--- src/rtl/ttc_settle_timer.sv ---
// Loadable down-counter; tc flags zero so the FSM knows the stimulus has settled.
module ttc_settle_timer #(
  parameter int WIDTH = 4
) (
  input  logic             clk,
  input  logic             rst_n,
  input  logic             load,
  input  logic             en,
  input  logic [WIDTH-1:0] load_val,
  output logic             tc
);

  logic [WIDTH-1:0] cnt_q, cnt_d;

  always_comb begin
    cnt_d = cnt_q;
    if (load)
      cnt_d = load_val;
    else if (en && cnt_q != '0)
      cnt_d = cnt_q - 1'b1;
  end

  always_ff @(posedge clk or negedge rst_n) begin
    if (!rst_n) cnt_q <= '0;
    else        cnt_q <= cnt_d;
  end

  assign tc = (cnt_q == '0);

endmodule

--- config.mk ---
export PLATFORM = sky130hd
export DESIGN_NAME = ttc_settle_timer
export DESIGN_NICKNAME = d
export VERILOG_FILES = /design/src/rtl/ttc_settle_timer.sv
export SDC_FILE = /design/constraint.sdc
export NUM_CORES = 1
export LEC_CHECK = 0
export BUFFER_PORTS_ARGS = -buffer_cell sky130_fd_sc_hd__buf_4
export CORE_AREA = 5 5 42 44
export CTS_BUF_LIST = sky130_fd_sc_hd__clkbuf_4
export CTS_CLUSTER_SIZE = 12
export DETAILED_ROUTE_END_ITERATION = 8
export DIE_AREA = 0 0 47 49
export HOLD_SLACK_MARGIN = 0.02
export PLACE_DENSITY = 0.4
export SKIP_CTS_REPAIR_TIMING = 1
export SLEW_MARGIN = 40
export SYNTH_ARGS = -nofsm -noshare
export SYNTH_HDL_FRONTEND = slang
export SYNTH_SLANG_ARGS = --single-unit
--- constraint.sdc ---
create_clock -name clk -period 1.8 [get_ports clk]
set_clock_uncertainty 0.1 [all_clocks]
set_input_delay 0.18 -clock clk [delete_from_list [all_inputs] [get_ports clk]]
set_output_delay 0.18 -clock clk [all_outputs]
set_load 0.01 [all_outputs]
# --- Word level (Yosys, flattened, before mapping) ---
# Cells that the tools add are included.
op_classes:
  add_sub_neg: 1
  mul: 0
  div_mod_pow: 0
  order_cmp: 0
  eq_ne: 0
  shift: 0
  n_mux: 2
  bitwise_logic: 0
  n_reduce_logical: 4
op_table:
  columns: ["cell", "count"]
  rows:
  - ["4-bit two-way mux", 2]
  - ["4-bit zero test", 1]
  - ["4-bit nonzero test", 1]
  - ["4-bit by 1-bit subtractor with 4-bit output (second input constant)", 1]
  - ["2-bit nonzero test", 1]
  - ["1-bit logical AND", 1]
totals:
  ff_bits: 4
  latch_bits: 0
  mem_bits_rw: 0
  mem_bits_ro: 0
  input_bits: 8
  elab_cells: 8
  mem_count: 0

# --- Depth between registers and ports, before layout ---
# Gate-level depths: netlist (run 1).
depth:
  depth_word: 4
  depth_mapped: 5
  depth_no_buf: 5

# --- Least setup slack after synthesis (run 1) ---
# OpenSTA, ideal clock, no wires.
synth_timing:
  kind: "register -> register"
  startpoint: "register cnt_q[0]"
  endpoint: "register cnt_q[1]"
  t_arrival_ns: 1.314
  required_ns: 1.620
  path_slack_ns: 0.306
  path_stages_with_launch: 6
  path_buffers: 0
  synth_period_minus_slack_ns: 1.494
  path_cell_list: "dfrtp_1 > inv_1 > ha_1 > nor3b_2 > or4_1 > o211ai_2"
synth_between:
  elab_chain_cells: 3
synth_rtl:
  columns: ["item", "line", "text"]
  rows:
  - ["start: declaration", "13", "logic [WIDTH-1:0] cnt_q, cnt_d;"]
  - ["start signal: assignment", "25", "else cnt_q <= cnt_d;"]
  - ["4-bit by 1-bit subtractor with 4-bit output / 4-bit nonzero test (equally long branches)", "20, 19", null]
  - ["4-bit two-way mux / 1-bit logical AND (equally long branches)", "19", "else if (en && cnt_q != '0)"]
  - ["4-bit two-way mux / 2-bit nonzero test (equally long branches)", null, null]
# Parallel ways exist; a longest one is shown, timed or not. The select of a mux whose other input is x is not followed.
# A chain may end at the register's enable or synchronous reset.

# --- Worst setup path in the final report (run 1) ---
layout_timing:
  startpoint: "register cnt_q[0]"
  endpoint: "output tc"
layout_between:
  elab_chain_cells: 1
layout_rtl:
  columns: ["item", "line", "text"]
  rows:
  - ["4-bit zero test", "28", "assign tc = (cnt_q == '0);"]
  - ["end: declaration", "10", "output logic tc"]
# Every way passes these cells.

==> key figures, run 1 <==
Final layout
  • Largest registers: cnt_q (4)
  • Biggest register: cnt_q
  • Fin area: roughly 370 µm²
  • Max FFs per register: 4
  • Final net count: 49
  • Area Overhead vs Synth: 37.50%
  • Share of layout cells above drive strength 1: between 30 and 40%
  • Antenna diodes: 0

Yosys
  • Distinct cell type count after synthesis: 18
  • Synthesized Nets: 36
  • Avg Cell Area, Syn: 10.01 µm²
  • Synth Instances: 27
  • Yosys warning total: 0
  • Synth Register Bits: 4
  • Synthesized cell area: around 270 µm²
  • Register area share after synthesis: 37.04%

STA
  • Fin Setup TNS: 0 ns
  • Final setup fails: 0
  • RSZ-0062 raised after global routing: no
  • Max transition margin: between 80 and 90%
  • Hold Violations, Final: 0
  • Least-Margin Pin Slew: roughly 0.28 ns
  • Maximum clock frequency: ~0.6 GHz
  • Tcrit/Tclk final: about 90%
  • Final Critical Period: about 1.7 ns
  • Fin. max-slew vios: 0

Floorplanning
  • Die ar.: between 2000 and 2500 µm²
  • IO Pins: 9
  • Die height: between 40 and 50 µm
  • Initial core utilization: between 10% and 20%
  • Die width: ~47 µm
  • Cell row count: 14
  • Core area: roughly 1400 µm²

Pwr
  • Sequential share of power: 39.5%
  • Comb power frac: roughly 23%
  • Power density over the cells: 770.6 nW/µm²
  • Sw frac: between 20% and 30%
  • Clock network fraction of total power: 37.7%
  • Sw Pwr: between 0.07 and 0.08 mW
  • Int Power: 0.2133 mW
  • Worst VDD drop: 0.2726 mV
  • LEAKAGE: around 0.17 nW

Run
  • # Max-Cap Violations: 0

Drt
  • WL per Instance: ~9.9 µm
  • Vias post-DR: ~230
  • Post-DR vias/cell: 4.278
  • Final wirelength: around 540 µm
  • DRT Pass-1 Iters: 4
  • DRC: 0
  • DRT antenna net count: 0
  • Initial drt markers: 4

Place
  • Placer Congestion: around 0.61
  • Placed cell area: about 340 µm²
  • Port bufs: 8

Run status
  • Status: finished, final reports clean

Setup path
  • Setup slack, reg-to-reg: around 0.24 ns
  • Crit Path Class: register to output pin
  • CP max stage cell: dfrtp_1
  • Crit path largest cell delay: around 0.4 ns
  • CP Data Arrival Time: about 1.4 ns
  • Crit path launch type: register
  • Cell breakdown of the critical path: inv_1 > ha_1 > nor3b_2 > buf_4
  • Critical Path End Type: output pin
  • CP max FO: 5
  • Worst path required time: 1.52 ns
  • Worst-case reg-to-reg path depth: 5

Global routing
  • GRT busiest layer: met2
  • Initial antenna violation count: 0
  • First-pass GRT wire length: approximately 760 µm
  • GR Layer Usage met3: about 1.5%
  • Gr ovfl total: 0
  • Pin count of the biggest net entering global routing: 11
  • Grt met1 use: roughly 5.8%
  • GRT Total Usage: 4.869%
  • Vias in the first global route: just over 200
  • M2 GR Usage: under 10%

Clocking
  • Total CTS buffers: 3
  • Root buf cell: clkbuf_4
  • Htree depth: 1
  • Sinks on Clock Net: 4
  • Clk_lat worst skew: 0.23 ns
  • CTS tree: yes
  • Clk buf depth: 2
  • Clock-pin slew on the worst setup and hold paths: approximately 0.04 ns

Worst hold path
  • WHS Path Cells: 3
  • Hold Path Class: input port to register
-- power groups by stage --
stage	sequential (mW)	combinational, mW	clock (mW)
floorplan	0.112	0.0428	0
global placement	0.114	0.0637	0
detailed placement	0.115	0.0651	0
CTS	0.113	0.0654	0.113
global route	0.115	0.0729	0.116
finish	0.113	0.0653	0.108
-- stage by stage --
stage	utilization (%)	hold slack, ns	total power, mW	worst slack [ns]	std cells
2_1_floorplan	-	-0.2156	0.1551	0.3057	27
3_5_place_dp	24.20	-0.1223	0.1797	0.2449	50
5_1_grt	26.52	0.06241	0.3046	0.03138	54
4_1_cts	25.80	-0.3697	0.2917	0.1278	53
6_report	26.52	0.05860	0.2864	0.1389	54
3_3_place_gp	24.20	-0.1228	0.1782	0.2560	50
-- cells by family (layout without fill, tap and decap cells) --
logic type,count (synthesis),count (layout),share of synthesized area [%]
AOI/OAI and AO/OA,7,7,19.91
and+or+nand+nor,11,11,30.09
DFF,4,4,37.04
adders and majority gates,1,1,4.629
buffers and inverters,4,15,8.333
-- placed cells by master (no fill, tap or decap), drive strengths merged --
| master | instances |
|---|---|
| o21a | 1 |
| or2b | 1 |
| inv | 3 |
| dfrtp | 4 |
| nor3 | 2 |
| buf | 8 |
| nor4b | 1 |
| o211ai | 1 |
| dlygate4sd3 | 1 |
| and4b | 1 |
| o31a | 1 |
| clkbuf | 3 |
| ha | 1 |
| a221o | 1 |
| nand2 | 3 |
| nor3b | 2 |
| a21oi | 1 |
| o21ai | 2 |
| or4 | 1 |
-- final cells by class --
class                      count  area [µm²]
inverter                       3       11.26
tap                           16       20.02
timing repair buffer           9       70.07
multi-input combinational     19       147.6
clock buffer                   3       22.52
fill                         164        1030
sequential                     4       100.1
-- path summary, 6_finish.rpt --
check,startpoint,end
worst max-delay path,cnt_q[0],tc
worst min-delay path,load_val[2],cnt_q[2]
worst max register to register,cnt_q[0],cnt_q[1]
worst min register to register,cnt_q[1],cnt_q[1]
max in group asynchronous,rst_n,cnt_q[2]
min in group asynchronous,rst_n,cnt_q[0]
-- Yosys cell counts --
master / n / area, µm²
a21oi_1: 1 / 5.000
a221o_1: 1 / 10.01
and4b_1: 1 / 10.01
buf_6: 1 / 11.26
dfrtp_1: 4 / 100.1
ha_1: 1 / 12.51
inv_1: 3 / 11.26
nand2_1: 3 / 11.26
nor3_1: 2 / 10.01
nor3b_1: 1 / 7.510
nor3b_2: 1 / 12.51
nor4b_2: 1 / 15.01
o211ai_2: 1 / 12.51
o21a_1: 1 / 7.510
o21ai_0: 2 / 10.01
o31a_1: 1 / 8.760
or2b_1: 1 / 7.510
or4_1: 1 / 7.510
-- worst max-delay path: cells and delay by family, from the launching register on --
kind / cells / cell delay (ns)
adder cells (fa/ha/maj): 1 / 0.20
buffers and inverters: 2 / 0.25
flip-flops: 1 / 0.40
AND/OR/NAND/NOR: 1 / 0.30
-- layer usage --
metal | wire length, µm | vias to the layer above | part of all wire, %
li1 | - | 121 | -
met1 | 217 | 104 | 41
met2 | 266 | 6 | 50
met3 | 51 | 0 | 9.5
met4 | 0 | 0 | 0
met5 | 0 | - | 0
No activity file was read; power rests on OpenSTA's default activity.
==> run 2, diff against run 1 <==
PLACE_DENSITY = 0.37   (was 0.4)
==> run 2 against run 1 <==
  * Utilization up 0.45 points
  * Clock-buffer cell count unchanged
  * Global-route usage up 1.7 points
  * Clock power about the same
  * Power up 2.7%
  * Sequential power about the same
  * First-iteration DRC count down 25%
  * Setup slack better by 0.032 ns
  * Cell area up 1.7%
==> key figures, run 2 (synthesis results as in run 1) <==
Run status
  • Status: finished, final reports clean (unchanged)

Clocking
  • CTS tree: yes (unchanged)
  • Clk_lat worst skew: 0.23 ns (about the same)
  • Root buf cell: clkbuf_4 (unchanged)
  • Clk buf depth: 2 (unchanged)
  • Clock-pin slew on the worst setup and hold paths: 0.04 ns (about the same)
  • Sinks on Clock Net: 4 (unchanged)
  • Htree depth: 1 (unchanged)
  • Total CTS buffers: 3 (unchanged)

Drt
  • Initial drt markers: 3 (was 4)
  • Final wirelength: 600 µm (was 535 µm)
  • Post-DR vias/cell: 4.370 (was 4.278)
  • DRT Pass-1 Iters: 2 (was 4)
  • WL per Instance: 11.11 µm (was 9.907 µm)
  • Vias post-DR: 236 (was 231)
  • DRT antenna net count: 0 (unchanged)
  • DRC: 0 (unchanged)

STA
  • Final setup fails: 0 (unchanged)
  • Final Critical Period: 1.629 ns (was 1.661 ns)
  • Hold Violations, Final: 0 (unchanged)
  • Fin Setup TNS: 0 ns (unchanged)
  • Tcrit/Tclk final: 90.48% (was 92.29%)
  • RSZ-0062 raised after global routing: no (unchanged)
  • Max transition margin: 81.68% (was 81.08%)
  • Least-Margin Pin Slew: 0.2742 ns (was 0.2826 ns)
  • Maximum clock frequency: 0.6140 GHz (was 0.6020 GHz)
  • Fin. max-slew vios: 0 (unchanged)

Pwr
  • Clock network fraction of total power: 37.4% (was 37.7%)
  • Sequential share of power: 39.3% (was 39.5%)
  • Power density over the cells: 778.5 nW/µm² (was 770.6 nW/µm²)
  • Sw Pwr: 0.07842 mW (was 0.07311 mW)
  • Worst VDD drop: 0.2757 mV (was 0.2726 mV)
  • Power Total: 0.2942 mW (was 0.2864 mW)
  • LEAKAGE: 0.1732 nW (was 0.1711 nW)
  • Sw frac: 26.66% (was 25.53%)
  • Comb power frac: 23.3% (was 22.8%)
  • Int Power: 0.2157 mW (was 0.2133 mW)

Setup path
  • Worst path required time: 1.52 ns (about the same)
  • CP Data Arrival Time: 1.35 ns (was 1.38 ns)
  • Crit path largest cell delay: 0.40 ns (about the same)
  • Crit path launch type: register (unchanged)
  • Crit Path Class: register to output pin (unchanged)
  • Setup slack, reg-to-reg: 0.25 ns (was 0.24 ns)
  • Critical Path End Type: output pin (unchanged)
  • Reg2reg start: cnt_q[0] (unchanged)
  • CP max FO: 5 (unchanged)
  • Crit path max-delay family: flip-flops (unchanged)
  • Worst-case reg-to-reg path depth: 5 (unchanged)
  • Buffers & Inverters on Critical Path: 2 (unchanged)
  • Cell breakdown of the critical path: inv_1 > ha_1 > nor3b_4 > buf_4 (was inv_1 > ha_1 > nor3b_2 > buf_4)
  • CP max stage cell: dfrtp_1 (unchanged)
  • Reg2reg end: cnt_q[1] (unchanged)

Final layout
  • Biggest register: cnt_q (unchanged)
  • Multi-input logic area: 153.9 µm² (was 147.6 µm²)
  • Share of layout cells above drive strength 1: 36.84% (unchanged)
  • Reg area: 100.1 µm² (unchanged)
  • Max FFs per register: 4 (unchanged)
  • Area Overhead vs Synth: 39.81% (was 37.50%)
  • Largest registers: cnt_q (4) (unchanged)
  • Commonest non-fill, non-tap cells in the layout: 8 x buf_4, 4 x dfrtp_1, 3 x inv_1, 3 x nand2_1, 3 x clkbuf_4 (unchanged)
  • Final net count: 49 (unchanged)
  • Most common cell after layout, fill and taps aside: buf_4 (unchanged)
  • Fillers: 166 (was 164)
  • Antenna diodes: 0 (unchanged)

Place
  • Port bufs: 8 (unchanged)
  • Placer Congestion: 0.6103 (was 0.6137)

Global routing
  • First-pass GRT wire length: 979 µm (was 759 µm)
  • GRT Total Usage: 6.563% (was 4.869%)
  • Pin count of the biggest net entering global routing: 11 (unchanged)
  • Vias in the first global route: 255 (was 206)
  • Gr ovfl total: 0 (unchanged)
  • Initial antenna violation count: 0 (unchanged)

Floorplanning
  • Die height: 49 µm (unchanged)
  • Core area: 1401 µm² (unchanged)
  • Die width: 47 µm (unchanged)
  • Cell row count: 14 (unchanged)
  • Die ar.: 2303 µm² (unchanged)
  • Initial core utilization: 19.29% (unchanged)
  • IO Pins: 9 (unchanged)

Worst hold path
  • Hold Path Class: input port to register (unchanged)
  • WHS Path Cells: 3 (unchanged)
  • Hold EP: cnt_q[2] (unchanged)
  • Hold Path Origin: load_val[2] (unchanged)

Run
  • # Max-Cap Violations: 0 (unchanged)
run 2: through the flow:
stage	instance area, µm²	hold WS, ns	utilization, %	instances	setup WS, ns
2_1_floorplan	270.3	-0.2156	-	27	0.3057
3_3_place_gp	339.1	-0.1226	24.20	50	0.2599
3_5_place_dp	339.1	-0.1215	24.20	50	0.2387
4_1_cts	361.6	-0.3749	25.80	53	0.1050
5_1_grt	377.9	0.04618	26.96	54	0.03508
6_report	377.9	0.05360	26.96	54	0.1713
run 2: cell type report:
cell class,instances,area share (%)
clock buffers,3,5.960
inverters,3,2.980
multi-input cells,19,40.73
flip-flops and latches,4,26.49
well taps,16,5.298
repair buffers,9,18.54
run 2: power groups by stage:
| stage | combinational, mW | sequential (mW) | clock (mW) |
|---|---|---|---|
| 2_1_floorplan | 0.0428 | 0.112 | 0 |
| 3_3_place_gp | 0.0644 | 0.115 | 0 |
| 3_5_place_dp | 0.0661 | 0.115 | 0 |
| 4_1_cts | 0.0663 | 0.114 | 0.116 |
| 5_1_grt | 0.0771 | 0.117 | 0.135 |
| 6_report | 0.0685 | 0.116 | 0.110 |
run 2: tightest hold or removal path, cell delays in order:
cell     delay [ns]
buf_4          0.08
nand2_1        0.04
o21ai_0        0.06
run 2: per-layer routing:
layer	up-vias	track usage (%)	part of all wire, %
met5	-	0	0
met4	0	8.295	2.3
met3	2	2.214	6.5
met2	8	9.276	51
met1	104	6.195	40
li1	122	-	-
run 2: worst max path at each step:
| stage | end | cells past startpoint | slack, ns | startpoint |
|---|---|---|---|---|
| after global placement | cnt_q[1] | 5 | 0.26 | cnt_q[0] |
| after CTS | tc | 4 | 0.10 | cnt_q[0] |
| after floorplan | cnt_q[1] | 5 | 0.31 | cnt_q[0] |
| after global routing | tc | 4 | 0.04 | cnt_q[0] |
| final | tc | 4 | 0.17 | cnt_q[0] |
| after detailed placement | cnt_q[1] | 5 | 0.24 | cnt_q[0] |
==> run 3, diff against run 2 <==
CELL_PAD_IN_SITES_DETAIL_PLACEMENT = 1   (was not set)
CELL_PAD_IN_SITES_GLOBAL_PLACEMENT = 2   (was not set)
PLACE_DENSITY = 0.55   (was 0.37)
==> run 3 against run 2 <==
  * Fmax is 1.8% lower
  * Via count is 1.7% lower
  * Critical path depth stayed put
  * Clock power hardly changed
  * Flip-flop and latch count stayed put
  * Die area stayed put
  * Cell count stayed put
  * Largest cell class unchanged
  * Highest routed layer is now met3
==> key figures, run 3 (synthesis results as in run 1) <==
Clocking
  • Sinks on Clock Net: 4 (unchanged)
  • Clk buf depth: 2 (unchanged)
  • Htree depth: 1 (unchanged)
  • Clk_lat worst skew: 0.23 ns (about the same)
  • Clock-pin slew on the worst setup and hold paths: 0.04 ns (about the same)
  • CTS tree: yes (unchanged)
  • Total CTS buffers: 3 (unchanged)
  • Root buf cell: clkbuf_4 (unchanged)

Pwr
  • LEAKAGE: 0.1711 nW (was 0.1732 nW)
  • Power density over the cells: 778.2 nW/µm² (was 778.5 nW/µm²)
  • Worst VDD drop: 0.2581 mV (was 0.2757 mV)

Global routing
  • Vias in the first global route: 255 (unchanged)
  • Initial antenna violation count: 0 (unchanged)
  • GRT Total Usage: 6.219% (was 6.563%)
  • First-pass GRT wire length: 1007 µm (was 979 µm)
  • Pin count of the biggest net entering global routing: 11 (unchanged)
  • Gr ovfl total: 0 (unchanged)

Setup path
  • CP Data Arrival Time: 1.38 ns (was 1.35 ns)
  • Critical Path End Type: output pin (unchanged)
  • Worst-case reg-to-reg path depth: 5 (unchanged)
  • CP max FO: 5 (unchanged)
  • Crit path launch type: register (unchanged)
  • Worst path required time: 1.52 ns (about the same)
  • Crit Path Class: register to output pin (unchanged)

Place
  • Port bufs: 8 (unchanged)
  • Placed cell area: 339.1 µm² (unchanged)
  • DP Worst Slack: 0.2298 ns (was 0.2387 ns)
  • DP HPWL: about 480 µm
  • Placer Congestion: 0.6753 (was 0.6103)

Final layout
  • Antenna diodes: 0 (unchanged)
  • Area Overhead vs Synth: 37.50% (was 39.81%)
  • Commonest non-fill, non-tap cells in the layout: 8 x buf_4, 4 x dfrtp_1, 3 x inv_1, 3 x nand2_1, 3 x clkbuf_4 (unchanged)
  • Max FFs per register: 4 (unchanged)
  • Most common cell after layout, fill and taps aside: buf_4 (unchanged)
  • Fin area: 371.6 µm² (was 377.9 µm²)
  • Final net count: 49 (unchanged)
  • Share of layout cells above drive strength 1: 36.84% (unchanged)
  • Largest registers: cnt_q (4) (unchanged)
  • Biggest register: cnt_q (unchanged)

Drt
  • WL per Instance: 10.78 µm (was 11.11 µm)
  • DRC: 0 (unchanged)
  • Final wirelength: 582 µm (was 600 µm)
  • Post-DR vias/cell: 4.296 (was 4.370)
  • DRT Pass-1 Iters: 1 (was 2)
  • Vias post-DR: 232 (was 236)
  • Initial drt markers: 0 (was 3)
  • DRT antenna net count: 0 (unchanged)

STA
  • Fin Setup TNS: 0 ns (unchanged)
  • Fin. max-slew vios: 0 (unchanged)
  • Final Critical Period: 1.659 ns (was 1.629 ns)
  • Max transition margin: 81.53% (was 81.68%)
  • Final setup fails: 0 (unchanged)
  • Least-Margin Pin Slew: 0.2764 ns (was 0.2742 ns)
  • Fin worst setup slack: 0.1410 ns (was 0.1713 ns)
  • Tcrit/Tclk final: 92.17% (was 90.48%)
  • Maximum clock frequency: 0.6028 GHz (was 0.6140 GHz)
  • Hold Violations, Final: 0 (unchanged)
  • RSZ-0062 raised after global routing: no (unchanged)

Worst hold path
  • Hold Path Class: input port to register (unchanged)
  • WHS Path Cells: 3 (unchanged)

Floorplanning
  • Die height: 49 µm (unchanged)
  • Initial core utilization: 19.29% (unchanged)
  • IO Pins: 9 (unchanged)
  • Core area: 1401 µm² (unchanged)
  • Die ar.: 2303 µm² (unchanged)
  • Cell row count: 14 (unchanged)
  • Die width: 47 µm (unchanged)

Run status
  • Status: finished, final reports clean (unchanged)

Run
  • # Max-Cap Violations: 0 (unchanged)
[run 3: metal layers]
layer  global-route usage (%)  vias up  share of wire, %
met5                        0        -                 0
met4                    5.530        0                 0
met3                    1.107        0               7.0
met2                    8.824        5                50
met1                    7.556      106                43
li1                         -      121                 -
[run 3: area by class of cell]
type	instances	area [µm²]
Sequential cell	4	100.1
Tap cell	16	20.02
Timing Repair Buffer	9	70.07
Clock buffer	3	22.52
Multi-Input combinational cell	19	147.6
Inverter	3	11.26
Fill cell	180	1030
[run 3: worst max-delay path: stages (launching register included)]
cell and delay, ns:
dfrtp_1 0.41, inv_1 0.07, ha_1 0.19, nor3b_2 0.29, buf_4 0.18
[run 3: through the flow]
stage | util, % | cells | total power, mW | hold WS (ns)
2_1_floorplan | - | 27 | 0.1551 | -0.2156
3_3_place_gp | 24.20 | 50 | 0.1795 | -0.1216
3_5_place_dp | 24.20 | 50 | 0.1805 | -0.1206
4_1_cts | 25.80 | 53 | 0.2972 | -0.3736
5_1_grt | 26.52 | 54 | 0.3176 | 0.05219
6_report | 26.52 | 54 | 0.2892 | 0.05410
[run 3: worst paths after layout]
check / start / to / slack (ns)
min in group asynchronous: rst_n / cnt_q[1] / 0.18
worst max-delay path: cnt_q[0] / tc / 0.14
worst min register to register: cnt_q[1] / cnt_q[1] / 0.52
worst max register to register: cnt_q[0] / cnt_q[1] / 0.23
max in group asynchronous: rst_n / cnt_q[2] / 1.32
worst min-delay path: load_val[1] / cnt_q[1] / 0.05
[run 3: power breakdown]
part           leakage, nW  internal (mW)  switching (mW)
sequential          0.0480          0.102          0.0123
clock               0.0138         0.0745          0.0355
combinational        0.109         0.0371          0.0282
total                0.171          0.213          0.0760
